**src/rtl/cdb_arbiter_if.sv**
```systemverilog
// Producer-side and broadcast-side signals of the common data bus arbiter.
// The slave modport is the arbiter; the master modport is the producer/consumer side.
interface cdb_arbiter_if #(
    parameter int ROB_IDX_W = 4
);
    logic                 alu_valid;
    logic [ROB_IDX_W-1:0] alu_rob_idx;
    logic [31:0]          alu_value;
    logic                 alu_ready;

    logic                 lsb_valid;
    logic [ROB_IDX_W-1:0] lsb_rob_idx;
    logic [31:0]          lsb_value;
    logic                 lsb_ready;

    logic                 mul_valid;
    logic [ROB_IDX_W-1:0] mul_rob_idx;
    logic [31:0]          mul_value;
    logic                 mul_ready;

    logic                 cdb_valid;
    logic [ROB_IDX_W-1:0] cdb_rob_idx;
    logic [31:0]          cdb_value;
    logic [1:0]           cdb_src;

    modport master (
        output alu_valid, alu_rob_idx, alu_value,
        output lsb_valid, lsb_rob_idx, lsb_value,
        output mul_valid, mul_rob_idx, mul_value,
        input  alu_ready, lsb_ready, mul_ready,
        input  cdb_valid, cdb_rob_idx, cdb_value, cdb_src
    );

    modport slave (
        input  alu_valid, alu_rob_idx, alu_value,
        input  lsb_valid, lsb_rob_idx, lsb_value,
        input  mul_valid, mul_rob_idx, mul_value,
        output alu_ready, lsb_ready, mul_ready,
        output cdb_valid, cdb_rob_idx, cdb_value, cdb_src
    );
endinterface

```
**src/rtl/cdb_arbiter.sv**
```systemverilog
// Round-robin write-back arbiter for the shared CDB: three sources, each with a
// skid FIFO plus same-cycle bypass, one registered broadcast per cycle.
module cdb_arbiter #(
    parameter int ROB_IDX_W  = 4,
    parameter int FIFO_DEPTH = 2
) (
    input  logic         clk_in,
    input  logic         rst_in,
    input  logic         rdy_in,
    input  logic         rob_clear,
    cdb_arbiter_if.slave bus
);
    localparam int NSRC  = 3;
    localparam int PTR_W = $clog2(FIFO_DEPTH);
    localparam int CNT_W = PTR_W + 1;
    localparam int ENT_W = ROB_IDX_W + 32;
    localparam logic [CNT_W-1:0] DEPTH_C = CNT_W'(FIFO_DEPTH);

    logic [NSRC-1:0]      in_valid;
    logic [ENT_W-1:0]     in_ent   [NSRC];
    logic [NSRC-1:0]      ready;
    logic [NSRC-1:0]      push;
    logic [NSRC-1:0]      req;
    logic [NSRC-1:0]      store;
    logic [NSRC-1:0]      pop;
    logic [ENT_W-1:0]     head     [NSRC];

    logic [ENT_W-1:0]     mem_q    [NSRC][FIFO_DEPTH];
    logic [PTR_W-1:0]     wr_ptr_q [NSRC];
    logic [PTR_W-1:0]     wr_ptr_d [NSRC];
    logic [PTR_W-1:0]     rd_ptr_q [NSRC];
    logic [PTR_W-1:0]     rd_ptr_d [NSRC];
    logic [CNT_W-1:0]     cnt_q    [NSRC];
    logic [CNT_W-1:0]     cnt_d    [NSRC];

    logic [1:0]           rr_q, rr_d;
    logic [1:0]           cand0, cand1, cand2;
    logic                 gnt_any;
    logic [1:0]           gnt_src;
    logic [NSRC-1:0]      gnt;

    logic                 cdb_valid_q;
    logic [ROB_IDX_W-1:0] cdb_rob_idx_q;
    logic [31:0]          cdb_value_q;
    logic [1:0]           cdb_src_q;

    function automatic logic [1:0] inc3(input logic [1:0] v);
        return (v == 2'd2) ? 2'd0 : v + 2'd1;
    endfunction

    assign in_valid  = {bus.mul_valid, bus.lsb_valid, bus.alu_valid};
    assign in_ent[0] = {bus.alu_rob_idx, bus.alu_value};
    assign in_ent[1] = {bus.lsb_rob_idx, bus.lsb_value};
    assign in_ent[2] = {bus.mul_rob_idx, bus.mul_value};

    // Effective head is the stored entry if any, else the same-cycle push.
    always_comb begin
        for (int s = 0; s < NSRC; s++) begin
            ready[s] = (cnt_q[s] < DEPTH_C);
            push[s]  = in_valid[s] && ready[s] && rdy_in && !rob_clear;
            req[s]   = (cnt_q[s] != '0) || push[s];
            head[s]  = (cnt_q[s] != '0) ? mem_q[s][rd_ptr_q[s]] : in_ent[s];
        end
    end

    always_comb begin
        cand0   = rr_q;
        cand1   = inc3(rr_q);
        cand2   = inc3(cand1);
        gnt_any = 1'b1;
        gnt_src = cand0;
        if (req[cand0])      gnt_src = cand0;
        else if (req[cand1]) gnt_src = cand1;
        else if (req[cand2]) gnt_src = cand2;
        else                 gnt_any = 1'b0;
        if (!rdy_in || rob_clear) gnt_any = 1'b0;
        gnt = '0;
        if (gnt_any) gnt[gnt_src] = 1'b1;
        rr_d = gnt_any ? inc3(gnt_src) : rr_q;
    end

    // A granted push into an empty FIFO is a pure bypass and never lands in storage.
    always_comb begin
        for (int s = 0; s < NSRC; s++) begin
            pop[s]      = gnt[s] && (cnt_q[s] != '0);
            store[s]    = push[s] && !(gnt[s] && (cnt_q[s] == '0));
            cnt_d[s]    = cnt_q[s];
            wr_ptr_d[s] = wr_ptr_q[s];
            rd_ptr_d[s] = rd_ptr_q[s];
            if (rdy_in && rob_clear) begin
                cnt_d[s]    = '0;
                wr_ptr_d[s] = '0;
                rd_ptr_d[s] = '0;
            end else begin
                if (store[s]) wr_ptr_d[s] = wr_ptr_q[s] + PTR_W'(1);
                if (pop[s])   rd_ptr_d[s] = rd_ptr_q[s] + PTR_W'(1);
                case ({store[s], pop[s]})
                    2'b10:   cnt_d[s] = cnt_q[s] + CNT_W'(1);
                    2'b01:   cnt_d[s] = cnt_q[s] - CNT_W'(1);
                    default: cnt_d[s] = cnt_q[s];
                endcase
            end
        end
    end

    always_ff @(posedge clk_in) begin
        for (int s = 0; s < NSRC; s++) begin
            if (store[s]) mem_q[s][wr_ptr_q[s]] <= in_ent[s];
        end
    end

    always_ff @(posedge clk_in or negedge rst_in) begin
        if (!rst_in) begin
            for (int s = 0; s < NSRC; s++) begin
                cnt_q[s]    <= '0;
                wr_ptr_q[s] <= '0;
                rd_ptr_q[s] <= '0;
            end
            rr_q          <= 2'd0;
            cdb_valid_q   <= 1'b0;
            cdb_rob_idx_q <= '0;
            cdb_value_q   <= '0;
            cdb_src_q     <= 2'd0;
        end else begin
            for (int s = 0; s < NSRC; s++) begin
                cnt_q[s]    <= cnt_d[s];
                wr_ptr_q[s] <= wr_ptr_d[s];
                rd_ptr_q[s] <= rd_ptr_d[s];
            end
            rr_q <= rr_d;
            // Broadcast holds, valid included, while the pipeline is frozen.
            if (rdy_in) begin
                cdb_valid_q <= gnt_any;
                if (gnt_any) begin
                    cdb_rob_idx_q <= head[gnt_src][ENT_W-1:32];
                    cdb_value_q   <= head[gnt_src][31:0];
                    cdb_src_q     <= gnt_src;
                end
            end
        end
    end

    assign bus.alu_ready   = ready[0];
    assign bus.lsb_ready   = ready[1];
    assign bus.mul_ready   = ready[2];
    assign bus.cdb_valid   = cdb_valid_q;
    assign bus.cdb_rob_idx = cdb_rob_idx_q;
    assign bus.cdb_value   = cdb_value_q;
    assign bus.cdb_src     = cdb_src_q;
endmodule

```
**src/flat_wrapper.sv**
```systemverilog
// flat-port wrapper written by rule: the top's interface ports become plain ports
module cdb_arbiter_flat 
#(
    parameter int ROB_IDX_W  = 4,
    parameter int FIFO_DEPTH = 2
)
  (clk_in, rst_in, rdy_in, rob_clear, bus_alu_valid, bus_alu_rob_idx, bus_alu_value, bus_lsb_valid, bus_lsb_rob_idx, bus_lsb_value, bus_mul_valid, bus_mul_rob_idx, bus_mul_value, bus_alu_ready, bus_lsb_ready, bus_mul_ready, bus_cdb_valid, bus_cdb_rob_idx, bus_cdb_value, bus_cdb_src);
  cdb_arbiter_if #(.ROB_IDX_W(ROB_IDX_W)) bus_i ();
  input  logic clk_in;
  input  logic rst_in;
  input  logic rdy_in;
  input  logic rob_clear;
  input wire logic [$bits(bus_i.alu_valid)-1:0] bus_alu_valid;
  input wire logic [$bits(bus_i.alu_rob_idx)-1:0] bus_alu_rob_idx;
  input wire logic [$bits(bus_i.alu_value)-1:0] bus_alu_value;
  input wire logic [$bits(bus_i.lsb_valid)-1:0] bus_lsb_valid;
  input wire logic [$bits(bus_i.lsb_rob_idx)-1:0] bus_lsb_rob_idx;
  input wire logic [$bits(bus_i.lsb_value)-1:0] bus_lsb_value;
  input wire logic [$bits(bus_i.mul_valid)-1:0] bus_mul_valid;
  input wire logic [$bits(bus_i.mul_rob_idx)-1:0] bus_mul_rob_idx;
  input wire logic [$bits(bus_i.mul_value)-1:0] bus_mul_value;
  output wire logic [$bits(bus_i.alu_ready)-1:0] bus_alu_ready;
  output wire logic [$bits(bus_i.lsb_ready)-1:0] bus_lsb_ready;
  output wire logic [$bits(bus_i.mul_ready)-1:0] bus_mul_ready;
  output wire logic [$bits(bus_i.cdb_valid)-1:0] bus_cdb_valid;
  output wire logic [$bits(bus_i.cdb_rob_idx)-1:0] bus_cdb_rob_idx;
  output wire logic [$bits(bus_i.cdb_value)-1:0] bus_cdb_value;
  output wire logic [$bits(bus_i.cdb_src)-1:0] bus_cdb_src;
  assign bus_i.alu_valid = bus_alu_valid;
  assign bus_i.alu_rob_idx = bus_alu_rob_idx;
  assign bus_i.alu_value = bus_alu_value;
  assign bus_i.lsb_valid = bus_lsb_valid;
  assign bus_i.lsb_rob_idx = bus_lsb_rob_idx;
  assign bus_i.lsb_value = bus_lsb_value;
  assign bus_i.mul_valid = bus_mul_valid;
  assign bus_i.mul_rob_idx = bus_mul_rob_idx;
  assign bus_i.mul_value = bus_mul_value;
  assign bus_alu_ready = bus_i.alu_ready;
  assign bus_lsb_ready = bus_i.lsb_ready;
  assign bus_mul_ready = bus_i.mul_ready;
  assign bus_cdb_valid = bus_i.cdb_valid;
  assign bus_cdb_rob_idx = bus_i.cdb_rob_idx;
  assign bus_cdb_value = bus_i.cdb_value;
  assign bus_cdb_src = bus_i.cdb_src;
  cdb_arbiter #(.ROB_IDX_W(ROB_IDX_W), .FIFO_DEPTH(FIFO_DEPTH)) u_core (.clk_in(clk_in), .rst_in(rst_in), .rdy_in(rdy_in), .rob_clear(rob_clear), .bus(bus_i));
endmodule
```
**config.mk**
```make
export PLATFORM = sky130hd
export DESIGN_NAME = cdb_arbiter_flat
export DESIGN_NICKNAME = d
export VERILOG_FILES = /design/src/rtl/cdb_arbiter_if.sv /design/src/rtl/cdb_arbiter.sv /design/src/flat_wrapper.sv
export SDC_FILE = /design/constraint.sdc
export NUM_CORES = 1
export LEC_CHECK = 0
export ABC_CLOCK_PERIOD_IN_PS = 5500
export BUFFER_PORTS_ARGS = -buffer_cell sky130_fd_sc_hd__buf_2
export CORE_AREA = 5 5 149 151
export DETAILED_ROUTE_END_ITERATION = 8
export DIE_AREA = 0 0 154 156
export PLACE_DENSITY = 0.84
export SETUP_SLACK_MARGIN = 0.15
export SYNTH_ARGS = -nofsm -noshare
export SYNTH_HDL_FRONTEND = slang
export SYNTH_SLANG_ARGS = --single-unit
```
**constraint.sdc**
```tcl
create_clock -name clk_in -period 5.5 [get_ports clk_in]
set_input_delay 1.1 -clock clk_in [delete_from_list [all_inputs] [get_ports clk_in]]
set_output_delay 1.1 -clock clk_in [all_outputs]
set_load 0.02 [all_outputs]
```
==> results of run 1 <==
-- registers in the layout, indices dropped and copies added, names as in the netlist --
| signal | cells |
|---|---|
| u_core.mem_q | 216 |
| u_core.bus.cdb_value | 32 |
| u_core.cnt_q | 6 |
| u_core.bus.cdb_rob_idx | 4 |
| u_core.rd_ptr_q | 3 |
| u_core.wr_ptr_q | 3 |
| u_core.bus.cdb_src | 2 |
| u_core.cand0 | 2 |
| u_core.bus.cdb_valid | 1 |
-- area by class of cell --
type                            instances  area [um2]
Inverter                               11        41.3
Sequential cell                       269        7820
Fill cell                            1498        6720
Clock inverter                         18         195
Multi-Input combinational cell        599        4020
Tap cell                              275         344
Clock buffer                           29         693
Timing Repair Buffer                  167         863
-- cell usage after synthesis, drive strengths merged, types with 3 or more instances --
cell type / instances
clkbuf: 28
a21oi: 113
o21ai: 43
inv: 11
mux2i: 110
xnor2: 4
or2: 5
buf: 39
dfrtp: 53
o211ai: 3
nor2: 126
edfxtp: 216
xor2: 3
a221oi: 38
nor3: 77
and3b: 3
nand4: 3
nand2: 50
-- cells by family after synthesis --
family	after synthesis
AOI/OAI and AO/OA	208
xor gates and xnor gates	7
adders and majority gates	1
buffers and inverters	78
DFF	269
muxes	110
and+or+nand+nor	273
-- critical path: stages --
cell                      delay, ps
sky130_fd_sc_hd__buf_2          160
sky130_fd_sc_hd__and3b_2        270
sky130_fd_sc_hd__nor2_2         180
sky130_fd_sc_hd__o41a_2         730
sky130_fd_sc_hd__o41ai_4        180
sky130_fd_sc_hd__nor2_4         820
-- cells in the final DEF, fill, tap and decap left out, types with 2 or more instances in the layout --
cell | synthesis | routed
sky130_fd_sc_hd__o21ai_1 | 30 | 30
sky130_fd_sc_hd__xor2_1 | 3 | 3
sky130_fd_sc_hd__inv_1 | 11 | 11
sky130_fd_sc_hd__o21ai_0 | 11 | 11
sky130_fd_sc_hd__nor2_4 | 1 | 9
sky130_fd_sc_hd__xnor2_1 | 4 | 4
sky130_fd_sc_hd__o211ai_2 | 2 | 2
sky130_fd_sc_hd__a221oi_2 | 32 | 31
sky130_fd_sc_hd__bufinv_16 | 0 | 4
sky130_fd_sc_hd__buf_2 | 21 | 156
sky130_fd_sc_hd__buf_4 | 1 | 11
sky130_fd_sc_hd__or2_2 | 3 | 3
sky130_fd_sc_hd__nor2_1 | 123 | 115
sky130_fd_sc_hd__nand4_1 | 2 | 2
sky130_fd_sc_hd__nor2_2 | 2 | 2
sky130_fd_sc_hd__clkbuf_16 | 0 | 27
sky130_fd_sc_hd__o41ai_4 | 2 | 2
sky130_fd_sc_hd__mux2i_1 | 110 | 110
sky130_fd_sc_hd__dfrtp_2 | 0 | 3
sky130_fd_sc_hd__nand2_1 | 48 | 48
sky130_fd_sc_hd__clkinv_2 | 0 | 11
sky130_fd_sc_hd__edfxtp_1 | 216 | 216
sky130_fd_sc_hd__dfrtp_1 | 53 | 50
sky130_fd_sc_hd__a21oi_1 | 113 | 113
sky130_fd_sc_hd__a21o_1 | 2 | 2
sky130_fd_sc_hd__nand3_1 | 2 | 2
sky130_fd_sc_hd__a221oi_1 | 6 | 6
sky130_fd_sc_hd__nor3_1 | 76 | 76
-- through the flow --
| stage | power, uW | instances | worst slack [ps] |
|---|---|---|---|
| after floorplan | 4750 | 946 | 1390 |
| after global placement | 5370 | 1321 | 1720 |
| after detailed placement | 5440 | 1321 | 1670 |
| after CTS | 7290 | 1368 | 2170 |
| after global routing | 7650 | 1368 | 1950 |
| final | 7270 | 1368 | 2160 |
-- power groups by stage --
stage / combinational [uW] / clock, uW / sequential, uW
2_1_floorplan: 2000 / 0 / 2740
3_3_place_gp: 2680 / 0 / 2690
3_5_place_dp: 2740 / 0 / 2700
4_1_cts: 2760 / 1860 / 2670
5_1_grt: 3010 / 1950 / 2700
6_report: 2760 / 1840 / 2670
-- metal layers --
layer | vias to the layer above | wire [um] | global-route usage, %
met3 | 75 | 2190 | 3.94
met5 | - | 22 | 0
met2 | 370 | 14600 | 40.7
met1 | 3873 | 10700 | 29.6
met4 | 4 | 1170 | 9.34
li1 | 3804 | - | -
-- worst max path at each step --
| stage | end | startpoint | depth (start not counted) |
|---|---|---|---|
| floorplan | u_core.mem_q[0][0] | rob_clear | 6 |
| global placement | u_core.mem_q[0][18] | rdy_in | 6 |
| detailed placement | u_core.mem_q[0][17] | rdy_in | 6 |
| CTS | u_core.mem_q[0][17] | u_core.cnt_q[2] | 6 |
| global route | u_core.cnt_q[4] | u_core.cnt_q[2] | 7 |
| finish | u_core.mem_q[0][53] | rdy_in | 6 |
==> results.md, run 1 <==
- For hold timing, the worst endpoint is u_core.bus.cdb_value[18].
- The part of the cycle the worst path needs is 60.7%.
- Per report_power, the combinational group accounts for 38.0% of the total.
- The startpoint identified for the worst hold timing path is u_core.bus.cdb_value[18].
- The last weighted congestion value of the routability-driven placer is 0.934.
- The clock period minus worst slack is 3340 ps.
- The detail route stage leaves a number of antenna-violating nets equal to 0.
- The worst hold-check slack is about 480 ps.
- The synthesized flop and latch total is about 270.
- The clock sink total is roughly 270.
- The count of cells along the worst register-to-register path is 5.
- The synthesized design spends more area on one cell type than any other, namely sky130_fd_sc_hd__edfxtp_1.
- The number of vias after detailed routing is just over 8000.
- The element type at the critical path end is a flop.
- The net count of the finished layout is between 1000 and 1500.
- The post-synthesis simple-gate area fraction is about a tenth.
- The worst hold path was traced through 2 stages.
- The worst setup path is launched from a primary input.
- The highest attainable clock frequency is about 300 MHz.
- The endpoint of the lowest-slack register-to-register path is u_core.mem_q[0][53].
- The flow ran to the end, and the final reports show no timing, DRC or antenna violations.
- The post-synthesis area per instance is roughly 13 um2.
- The detailed router finished its first iteration with about 690 violations.
- The final hold violation count came to 0.
- In this run, CTS created clock tree buffers numbering 26.
- The die extent in x is 154 um.
- Sequential cells were found to cover approximately 64% of the synthesized design area.
- Compared with the post-synthesis result, the final layout area differs by 14.7%.
- The maximum vdd ir drop is around 0.45 mV.
- By area the synthesized netlist is led by sky130_fd_sc_hd__edfxtp_1 (53%), sky130_fd_sc_hd__dfrtp_1 (11%), sky130_fd_sc_hd__mux2i_1 (9.0%), sky130_fd_sc_hd__a21oi_1 (4.6%), sky130_fd_sc_hd__a221oi_2 (3.9%).
- The total DRC errors in the routed layout is 0.
- The overall routing resource usage is between 20% and 30%.
- The startpoint-to-endpoint class of the critical path is in -> reg.
- The most used flip-flop cell after synthesis is sky130_fd_sc_hd__edfxtp_1.
- The number of enable flip-flop cells after synthesis is 216.
- Synthesis handed over a netlist of between 900 and 1000 instances.
- The effective utilization at floorplan is just under 60%.
- Setup repair after global routing left no endpoint under its margin.
- The clock network fraction of total power is 25.3%.
- The utilization after layout is roughly 68%.
- The share of total power dissipated in sequential elements is a little under two fifths.
- The setup clock skew after layout is around 11 ps.
- The worst register-to-register path begins at u_core.cnt_q[4].
- The worst-case headroom to the max-slew limit is 18.7%.
- The global route total overflow is 0.
- The required time of the worst setup path is between 5000 and 6000 ps.
- The combinational family with the most area after synthesis is compound AO/OA/AOI/OAI gates.
- The slew at the pin closest to its max-slew limit is around 1200 ps.
- 0 antenna diodes ended up in the layout.
- Entering global routing, the biggest net connects a little over 80 pins.
- The min-delay analysis places its worst path in the category reg -> reg.
- The area of all placed cells without fillers is 14000 um2.
- Summing the areas of all compound-gate instances in the mapped netlist gives approximately an eighth of the synthesized area.
- The number of nets in the synthesized netlist is about 1100.
- The CTS root buffer is sky130_fd_sc_hd__clkbuf_16.
- After synthesis, the netlist uses 54 different library cells.
- The number of global-route vias before repair is around 8300.
- After routing, the total negative slack on setup checks comes to 0 ps.
- The area of the core is between 20000 and 25000 um2.
- The die covers about 24000 um2.
- The maximum root-to-sink buffer count is 3.
- The post-CTS resize count is 0.
- Summed over all layers, the routed wires come to around 29000 um.
- The routed via count divided by cell count is 5.94.
- The power dissipated by switching net loads is between 2000 and 3000 uW.
- The share of Yosys cell area claimed by the top area cell type is ~53%.
- The max-capacitance violation count is 0.
- The Yosys warning count is 0.
- Along the worst path, the maximum fanout reaches 39.
- The proportion of register bits with asynchronous set or reset after synthesis is ~20%.
- The HPWL after detailed placement is roughly 19000 um.
- The placed instances occupy a cell area of roughly 13000 um2.
- The hold-fix buffer count after cts is 0.
- The internal power contribution is 4500 uW.
- In this run the tool buffered the top-level ports with between 150 and 200 buffer cells.
- The combined area of all synthesized cells is between 10000 and 15000 um2.
- In this run the number of H-tree levels came out at 1.
- The total setup violations reported at the end of the flow is 0.
- The arithmetic-cell share of the synthesized area counting full adders, half adders and majority gates is less than 1%.
- After clock tree synthesis, the setup repair step added 0 buffers.
- The net switching share of the total power is between 30% and 40%.
- Clock latency on the worst-skew pair, taken at its later pin, is 530 ps.
- The first detailed-routing pass ran for 6 iterations.
- The slack of the worst reg-to-reg path is around 2200 ps.
- The CTS tree is yes.
- After detailed routing, the average wire length per cell comes to ~21 um.
- In this run the count of I/O pins placed on the die edge is roughly 160.
- The first-pass GRT wire length is roughly 44000 um.
- After Yosys synthesis, XOR and XNOR cells account for less than 1% of the synthesized area.
- The number of max-slew violations in the final report is 0.
- The initial antenna violation count is 2.
- Cells with a size suffix above 1 make up ~26% of the layout.
- The portion of netlist area occupied by mux cells is under 10%.
- The die is ~160 um tall.
- At the worst endpoint, the arrival time is around 3500 ps.
- The clock transition at the registers of the reported paths is around 60 ps.
- Power spread over the standard cell area amounts to ~520 nW/um2.
- The placement row count is 53.
- Summed over all cells, the static leakage comes to ~0.005 uW.
Power figures use the tool's default switching activity.
==> inputs of run 2 (changes only) <==
--- a/config.mk
+++ b/config.mk
@@ -5,12 +5,12 @@
 export SDC_FILE = /design/constraint.sdc
 export NUM_CORES = 1
 export LEC_CHECK = 0
-export ABC_CLOCK_PERIOD_IN_PS = 5500
+export ABC_CLOCK_PERIOD_IN_PS = 3020
 export BUFFER_PORTS_ARGS = -buffer_cell sky130_fd_sc_hd__buf_2
-export CORE_AREA = 5 5 149 151
+export CORE_AREA = 5 5 160 162
 export DETAILED_ROUTE_END_ITERATION = 8
-export DIE_AREA = 0 0 154 156
-export PLACE_DENSITY = 0.84
+export DIE_AREA = 0 0 165 167
+export PLACE_DENSITY = 0.78
 export SETUP_SLACK_MARGIN = 0.15
 export SYNTH_ARGS = -nofsm -noshare
 export SYNTH_HDL_FRONTEND = slang
==> constraint.sdc (replaced) <==
create_clock -name clk_in -period 3.02 [get_ports clk_in]
set_input_delay 0.604 -clock clk_in [delete_from_list [all_inputs] [get_ports clk_in]]
set_output_delay 0.604 -clock clk_in [all_outputs]
set_load 0.02 [all_outputs]
==> run 2 against run 1 <==
Wire length grew 3.9%. Non-clock buffer count up 15. Sequential cell count stayed put. Critical path type is now reg -> reg.
==> results.md, run 2 (synthesized netlist as in run 1, its figures left out) <==
- The maximum fanout encountered on the critical timing path is 36 (-7.7%).
- The most numerous cell on the critical path is sky130_fd_sc_hd__o41ai_4.
- The number of flip-flops under the largest register name is 216 (unchanged).
- The post-CTS resize count is 0 (unchanged).
- The buffers plus inverters on the worst setup path is 0 (-1).
- The die height is 167 um (+7.1%).
- The first-pass GRT wire length was 45200 um (+2.2%).
- The detailed-route wire length was 29800 um (+3.9%).
- The first-pass iteration count of the detailed router is 5 (-1).
- The count of cells along the worst register-to-register path came to 5 (unchanged).
- The global route total overflow was 0 (unchanged).
- The clock sink total came to 269 (unchanged).
- For this run, the top clock speed supported by timing is ~370 MHz.
- The hold-fix buffer count after cts came to 0 (unchanged).
- The setup clock skew after layout is 17.4 ps (+6.13 ps).
- The number of max-slew violations in the final report is 0 (unchanged).
- The post-route antenna net violation count came to 0 (unchanged).
- The clock transition at the registers of the reported paths is 60 ps (about the same).
- The placement row count was 57 (+7.5%).
- The maximum vdd ir drop is 1.03 mV (+130%).
- The flow ran to the end, and the final reports show no timing, DRC or antenna violations.
- The number of buffers created by CTS is 28 (+7.7%).
- The smallest clock period supported by the final layout is computed as about 2700 ps.
- The slack of the worst reg-to-reg path is 330 ps (-1840 ps).
- STA classifies the critical path endpoint as a flop.
- The slowest stage of the critical path is the sky130_fd_sc_hd__nor2_4 cell.
- The die footprint came to 27600 um2 (+15%).
- The top cell types in the final layout, fill and taps aside, are sky130_fd_sc_hd__edfxtp_1 (216), sky130_fd_sc_hd__buf_2 (156), sky130_fd_sc_hd__nor2_1 (115).
- The count of fill cells added during filler insertion is 1913 (+28%).
- The total power per unit cell area is 953 nW/um2 (+83%).
- The pin count of the biggest net entering global routing is 81 (unchanged).
- The part of the cycle the worst path needs is 89.2%.
- By startpoint and endpoint, the worst setup path is classified as reg -> reg.
- The count of cell instances traversed by the critical path is 5 (-1).
- The total setup violations reported at the end of the flow is 0 (unchanged).
- The number of global-route vias before repair was 8089 (-2.1%).
- In this run the critical register-to-register path is launched from u_core.cnt_q[1].
- The area growth from synthesis to layout is 17.9%.
- The violation count after the first detailed-route iteration is 770 (+11%).
- The final standard cell count with taps included and fillers excluded is 1438 (+5.1%).
- The initial antenna violation count was 5 (+3).
- The largest incremental delay on the critical path came to 860 ps (+40 ps).
- The leakage power total came to 0.00514 uW (+3.1%).
- The I/O pin count is 157 (unchanged).
- Traced cell by cell, the critical path runs through nor2_2, a22oi_2, o41ai_4, o41ai_4, nor2_4.
- The routed via count divided by cell count was 5.67 (-4.6%).
- The buffers inserted during post-CTS setup optimization is 0 (unchanged).
- The effective utilization at floorplan came to 50.8% (-8.0 points).
- The cell class contributing the biggest share of worst-path delay is simple AND/OR/NAND/NOR gates.
- The library cell used most frequently in the layout, excluding fill and tap cells, is sky130_fd_sc_hd__edfxtp_1.
- The share of cells above drive strength 1 was 26.5% (+0.89 points).
- The utilization after layout is 60.0% (-7.6 points).
- The area of the core was 24000 um2 (+16%).
- The count of input and output buffers was 156 (unchanged).
- The max-capacitance violation count is 0 (unchanged).
- The final hold violation count came to 0 (unchanged).
- The number of cells in the design after placement was 1385 (+4.8%).
- The HPWL after detailed placement is 19900 um (+4.5%).
- The last weighted congestion value of the routability-driven placer was 0.831 (-11%).
- The worst setup path is launched from a flop.
- Setup repair after global routing left no endpoint under its margin.
- The worst register-to-register path ends at u_core.mem_q[0][25].
- The worst-case headroom to the max-slew limit was 25.8% (+7.1 points).
- The required time of the worst setup path came to 3170 ps (-2470 ps).
- The slew at the pin closest to its max-slew limit is 1110 ps (-103 ps).
- The maximum root-to-sink buffer count is 3 (unchanged).
- The total DRC errors in the routed layout is 0 (unchanged).
- The die extent in x is 165 um (+7.1%).
- The worst hold path belongs to the class in -> async.
- The number of vias after detailed routing is 8147 (+0.26%).
- The CTS tree is yes.
- The CTS H-tree depth was 1 (unchanged).
- The CTS root buffer is sky130_fd_sc_hd__clkbuf_16.
- The average wire per standard cell is 20.7 um (-1.1%).
- The overall routing resource usage was 21.2% (-2.3 points).
- The insertion delay to the later sink of the worst-skew pair is 540 ps (about the same).
- The net count reported at finish is 1207 (+1.4%).
- The critical path data arrival time came to 2840 ps (-640 ps).
-- run 2: cell types whose count changed in the layout (fill, tap and decap cells not counted), sizes merged --
cell and change:
clkinv -6, bufinv -2, buf +15, clkbuf +13, diode +1
-- run 2: worst max-delay path by stage --
stage	startpoint	to	slack, ps
after floorplan	rob_clear	u_core.mem_q[0][100]	-360
after global placement	rob_clear	u_core.mem_q[0][60]	80
after detailed placement	rob_clear	u_core.mem_q[0][18]	9
after CTS	u_core.cnt_q[1]	u_core.mem_q[0][25]	280
after global routing	u_core.cnt_q[5]	u_core.mem_q[0][49]	190
final	u_core.cnt_q[1]	u_core.mem_q[0][25]	330
-- run 2: power by group --
group | total, uW | internal [uW] | switching (uW)
sequential | 4820 | 4460 | 360
combinational | 5330 | 1910 | 3420
clock | 3540 | 2150 | 1390
total | 13700 | 8520 | 5160
-- run 2: layer usage --
metal / global-route usage, % / wire [um] / up-vias
li1: - / - / 3848
met1: 28.3 / 11900 / 3940
met2: 35.0 / 14800 / 283
met3: 3.81 / 2020 / 68
met4: 6.98 / 965 / 8
met5: 0 / 54 / -
-- run 2: layout make-up --
| cell class | count | area (um2) | area share (%) |
|---|---|---|---|
| inverters | 11 | 41.3 | 0.287 |
| clock buffers | 42 | 867 | 6.04 |
| clock inverters | 10 | 101 | 0.705 |
| multi-input cells | 599 | 4020 | 28.0 |
| diodes | 1 | 2.50 | 0.0174 |
| repair buffers | 182 | 1110 | 7.75 |
| well taps | 324 | 405 | 2.82 |
| flip-flops and latches | 269 | 7820 | 54.4 |
-- run 2: metrics by stage --
| stage | setup WS, ps | hold slack [ps] | TNS [ps] | instance area, um2 | power [uW] |
|---|---|---|---|---|---|
| finish | 326 | 222 | 0 | 14400 | 13700 |
| global route | 185 | 259 | 0 | 14400 | 14400 |
| floorplan | -357 | 308 | -25720 | 12200 | 8650 |
| CTS | 281 | 231 | 0 | 14400 | 13800 |
| detailed placement | 8.61 | 470 | 0 | 13400 | 10200 |
| global placement | 79.7 | 461 | 0 | 13400 | 10100 |
==> inputs of run 3 (changes only) <==
--- a/config.mk
+++ b/config.mk
@@ -7,10 +7,12 @@
 export LEC_CHECK = 0
 export ABC_CLOCK_PERIOD_IN_PS = 3020
 export BUFFER_PORTS_ARGS = -buffer_cell sky130_fd_sc_hd__buf_2
-export CORE_AREA = 5 5 160 162
+export CELL_PAD_IN_SITES_DETAIL_PLACEMENT = 1
+export CELL_PAD_IN_SITES_GLOBAL_PLACEMENT = 1
+export CORE_AREA = 5 5 175 177
 export DETAILED_ROUTE_END_ITERATION = 8
-export DIE_AREA = 0 0 165 167
-export PLACE_DENSITY = 0.78
+export DIE_AREA = 0 0 180 182
+export PLACE_DENSITY = 0.79
 export SETUP_SLACK_MARGIN = 0.15
 export SYNTH_ARGS = -nofsm -noshare
 export SYNTH_HDL_FRONTEND = slang
==> run 3 against run 2 <==
Sequential cell count is the same. Cell count is 5.1% higher. Wire length is 12% higher. Largest cell class unchanged. Register-to-register slack hardly changed. Sequential share of layout area fell by 0.48 points. Maximum frequency hardly changed. Clock power rose by 3%. Cell area is 0.90% higher. Critical endpoint is now u_core.mem_q[0][58]. Critical path depth is the same.
==> results.md, run 3 (synthesized netlist as in run 1, its figures left out) <==
- The CTS H-tree depth is 1 (unchanged).
- The area of the core is 29100 um2 (+21%).
- The total DRC errors in the routed layout was 0 (unchanged).
- The count of cells along the worst register-to-register path came to 5 (unchanged).
- The cell that appears most often on the critical path is sky130_fd_sc_hd__o41ai_4.
- The number of vias after detailed routing came to 8255 (+1.3%).
- The startpoint identified for the worst register-to-register timing path is u_core.cnt_q[1].
- The area of all placed cells without fillers is 14500 um2 (+0.90%).
- Traced cell by cell, the critical path runs through nor2_2, a22oi_2, o41ai_4, o41ai_4, nor2_4.
- The part of the cycle the worst path needs is 89.2% (about the same).
- The count of cell instances traversed by the critical path is 5 (unchanged).
- Setup repair after global routing could not meet its margin everywhere.
- The largest incremental delay on the critical path came to 850 ps (about the same).
- The critical path data arrival time is 2860 ps (+20 ps).
- The post-route antenna net violation count is 0 (unchanged).
- The required time of the worst setup path is 3190 ps (+20 ps).
- The end point of the critical path is u_core.mem_q[0][58].
- The critical path launch point is u_core.cnt_q[1].
- The maximum fanout encountered on the critical timing path is 36 (unchanged).
- The clock network fraction of total power is 26.1% (+0.3 points).
- The worst register-to-register path ends at u_core.mem_q[0][58].
- The worst-case headroom to the max-slew limit came to 26.0% (+0.25 points).
- The hold-fix buffer count after cts is 0 (unchanged).
- The slew at the pin closest to its max-slew limit is 1110 ps (-3.74 ps).
- The internal power contribution is 8540 uW (+0.23%).
- The leading cell type in the layout, fill and taps excluded is sky130_fd_sc_hd__edfxtp_1.
- The startpoint-to-endpoint class of the critical path is reg -> reg.
- The setup clock skew after layout is 13.5 ps (-3.94 ps).
- The highest attainable clock frequency is 371 MHz (about the same).
- The cell area after placement is 13500 um2 (+0.78%).
- The die footprint is 32800 um2 (+19%).
- The max-capacitance violation count came to 0 (unchanged).
- The final hold violation count is 0 (unchanged).
- The overall routing resource usage is 19.6% (-1.6 points).
- The net switching share of the total power is 38.5% (+0.80 points).
- The placement row count was 63 (+11%).
- The worst hold-check slack is 56.5 ps (-166 ps).
- The net count reported at finish is 1211 (+0.33%).
- The routed via count divided by cell count is 5.46 (-3.6%).
- The count of input and output buffers is 156 (unchanged).
- The first-pass iteration count of the detailed router is 5 (unchanged).
- The number of flip-flops under the largest register name is 216 (unchanged).
- The number of max-slew violations in the final report is 0 (unchanged).
- The sequential fraction of design power is 34.4% (-0.8 points).
- The utilization after layout is 49.8% (-10 points).
- The cell family contributing the most delay on the critical path is simple AND/OR/NAND/NOR gates.
- The effective utilization at floorplan is 41.9% (-9.0 points).
- The element type at the critical path end is a flop.
- The clock period minus worst slack came to 2690 ps (+0.871 ps).
- The pin count of the biggest net entering global routing is 81 (unchanged).
- The die height is 182 um (+9.0%).
- The insertion delay to the later sink of the worst-skew pair is 550 ps (about the same).
- The HPWL after detailed placement is 22200 um (+11%).
- The first-pass GRT wire length is 50400 um (+12%).
- The violation count after the first detailed-route iteration is 557 (-28%).
- The leakage power total came to 0.00515 uW (+0.25%).
- The number of buffers created by CTS came to 29 (+3.6%).
- The last weighted congestion value of the routability-driven placer came to 0.871 (+4.8%).
- The share of cells above drive strength 1 is 26.7% (+0.17 points).
- The die extent in x is 180 um (+9.1%).
- The worst setup path is launched from a flop.
- The clock transition at the registers of the reported paths is 70 ps (about the same).
- The CTS tree is yes.
- The area growth from synthesis to layout is 19.0%.
- The run finished with clean final reports.
- The average wire per standard cell came to 22.1 um (+7.0%).
- The I/O pin count is 157 (unchanged).
- The initial antenna violation count is 6 (+1).
- The buffers plus inverters on the worst setup path came to 0 (unchanged).
- The number of global-route vias before repair is 8710 (+7.7%).
- The library cell contributing the largest single delay on the critical path is sky130_fd_sc_hd__nor2_4.
- The clock sink total is 269 (unchanged).
- The number of cells in the design after placement is 1454 (+5.0%).
- The class of the tightest hold or removal check is in -> async.
- The top cell types in the final layout, fill and taps aside, are sky130_fd_sc_hd__edfxtp_1 (216), sky130_fd_sc_hd__buf_2 (156), sky130_fd_sc_hd__nor2_1 (115).
- The CTS root buffer is sky130_fd_sc_hd__clkbuf_16.
- The maximum root-to-sink buffer count was 3 (unchanged).
- The combinational group share of total power is 39.5% (+0.6 points).
- The global route total overflow came to 0 (unchanged).
- The power dissipated by switching net loads was 5360 uW (+3.7%).
- The slack of the worst reg-to-reg path is 330 ps (about the same).
- The maximum vdd ir drop is 0.770 mV (-25%).
- The total setup violations reported at the end of the flow is 0 (unchanged).
- The total power per unit cell area is 959 nW/um2 (+0.64%).
- The count of fill cells added during filler insertion is 3043 (+59%).
- The detailed-route wire length is 33500 um (+12%).
- The final standard cell count with taps included and fillers excluded is 1511 (+5.1%).
==> run 3: repair_timing <==
action                     CTS  global route
resized for setup            0             1
buffers inserted             0             0
setup endpoints to repair    0             7
==> run 3: worst min-delay path by stage <==
stage / end / cells after the start
6_report: u_core.bus.cdb_value[7] / 2
5_1_grt: u_core.bus.cdb_value[5] / 2
4_1_cts: u_core.bus.cdb_value[7] / 2
3_5_place_dp: u_core.bus.cdb_src[1] / 2
3_3_place_gp: u_core.bus.cdb_src[1] / 2
2_1_floorplan: u_core.bus.cdb_rob_idx[0] / 0
==> run 3: power by group through the flow <==
stage / combinational [uW] / sequential (uW) / clock [uW]
floorplan: 3650 / 5000 / 0
global placement: 5330 / 4820 / 0
detailed placement: 5450 / 4850 / 0
CTS: 5520 / 4780 / 3700
global route: 5960 / 4830 / 3880
finish: 5490 / 4780 / 3630
==> run 3: stage by stage <==
stage | setup slack, ps | total power [uW] | setup TNS, ps
after CTS | 214 | 14000 | 0
after global routing | 146 | 14700 | 0
after floorplan | -357 | 8650 | -25720
after detailed placement | -4.22 | 10300 | -51.4
final | 325 | 13900 | 0
after global placement | 95.9 | 10200 | 0
==> run 3: routing by layer <==
metal	up-vias	wire (um)	GRT usage (%)
met5	-	54	0
met4	6	940	5.94
met3	59	1590	3.73
met2	227	17200	34.4
met1	4108	13700	24.6
li1	3855	-	-
==> run 3: layout make-up <==
type / instances / area, um2 / area share (%)
multi-input cells: 599 / 4020 / 27.7
inverters: 11 / 41.3 / 0.285
repair buffers: 185 / 1140 / 7.86
flip-flops and latches: 269 / 7820 / 53.9
diodes: 4 / 10.0 / 0.0690
clock buffers: 42 / 845 / 5.83
well taps: 390 / 488 / 3.37
clock inverters: 11 / 136 / 0.941
==> run 3: worst reg2reg max path, stage by stage (launching register included) <==
cell                      delay, ps
sky130_fd_sc_hd__dfrtp_1        450
sky130_fd_sc_hd__nor2_2         270
sky130_fd_sc_hd__a22oi_2        120
sky130_fd_sc_hd__o41ai_4        410
sky130_fd_sc_hd__o41ai_4        180
sky130_fd_sc_hd__nor2_4         850
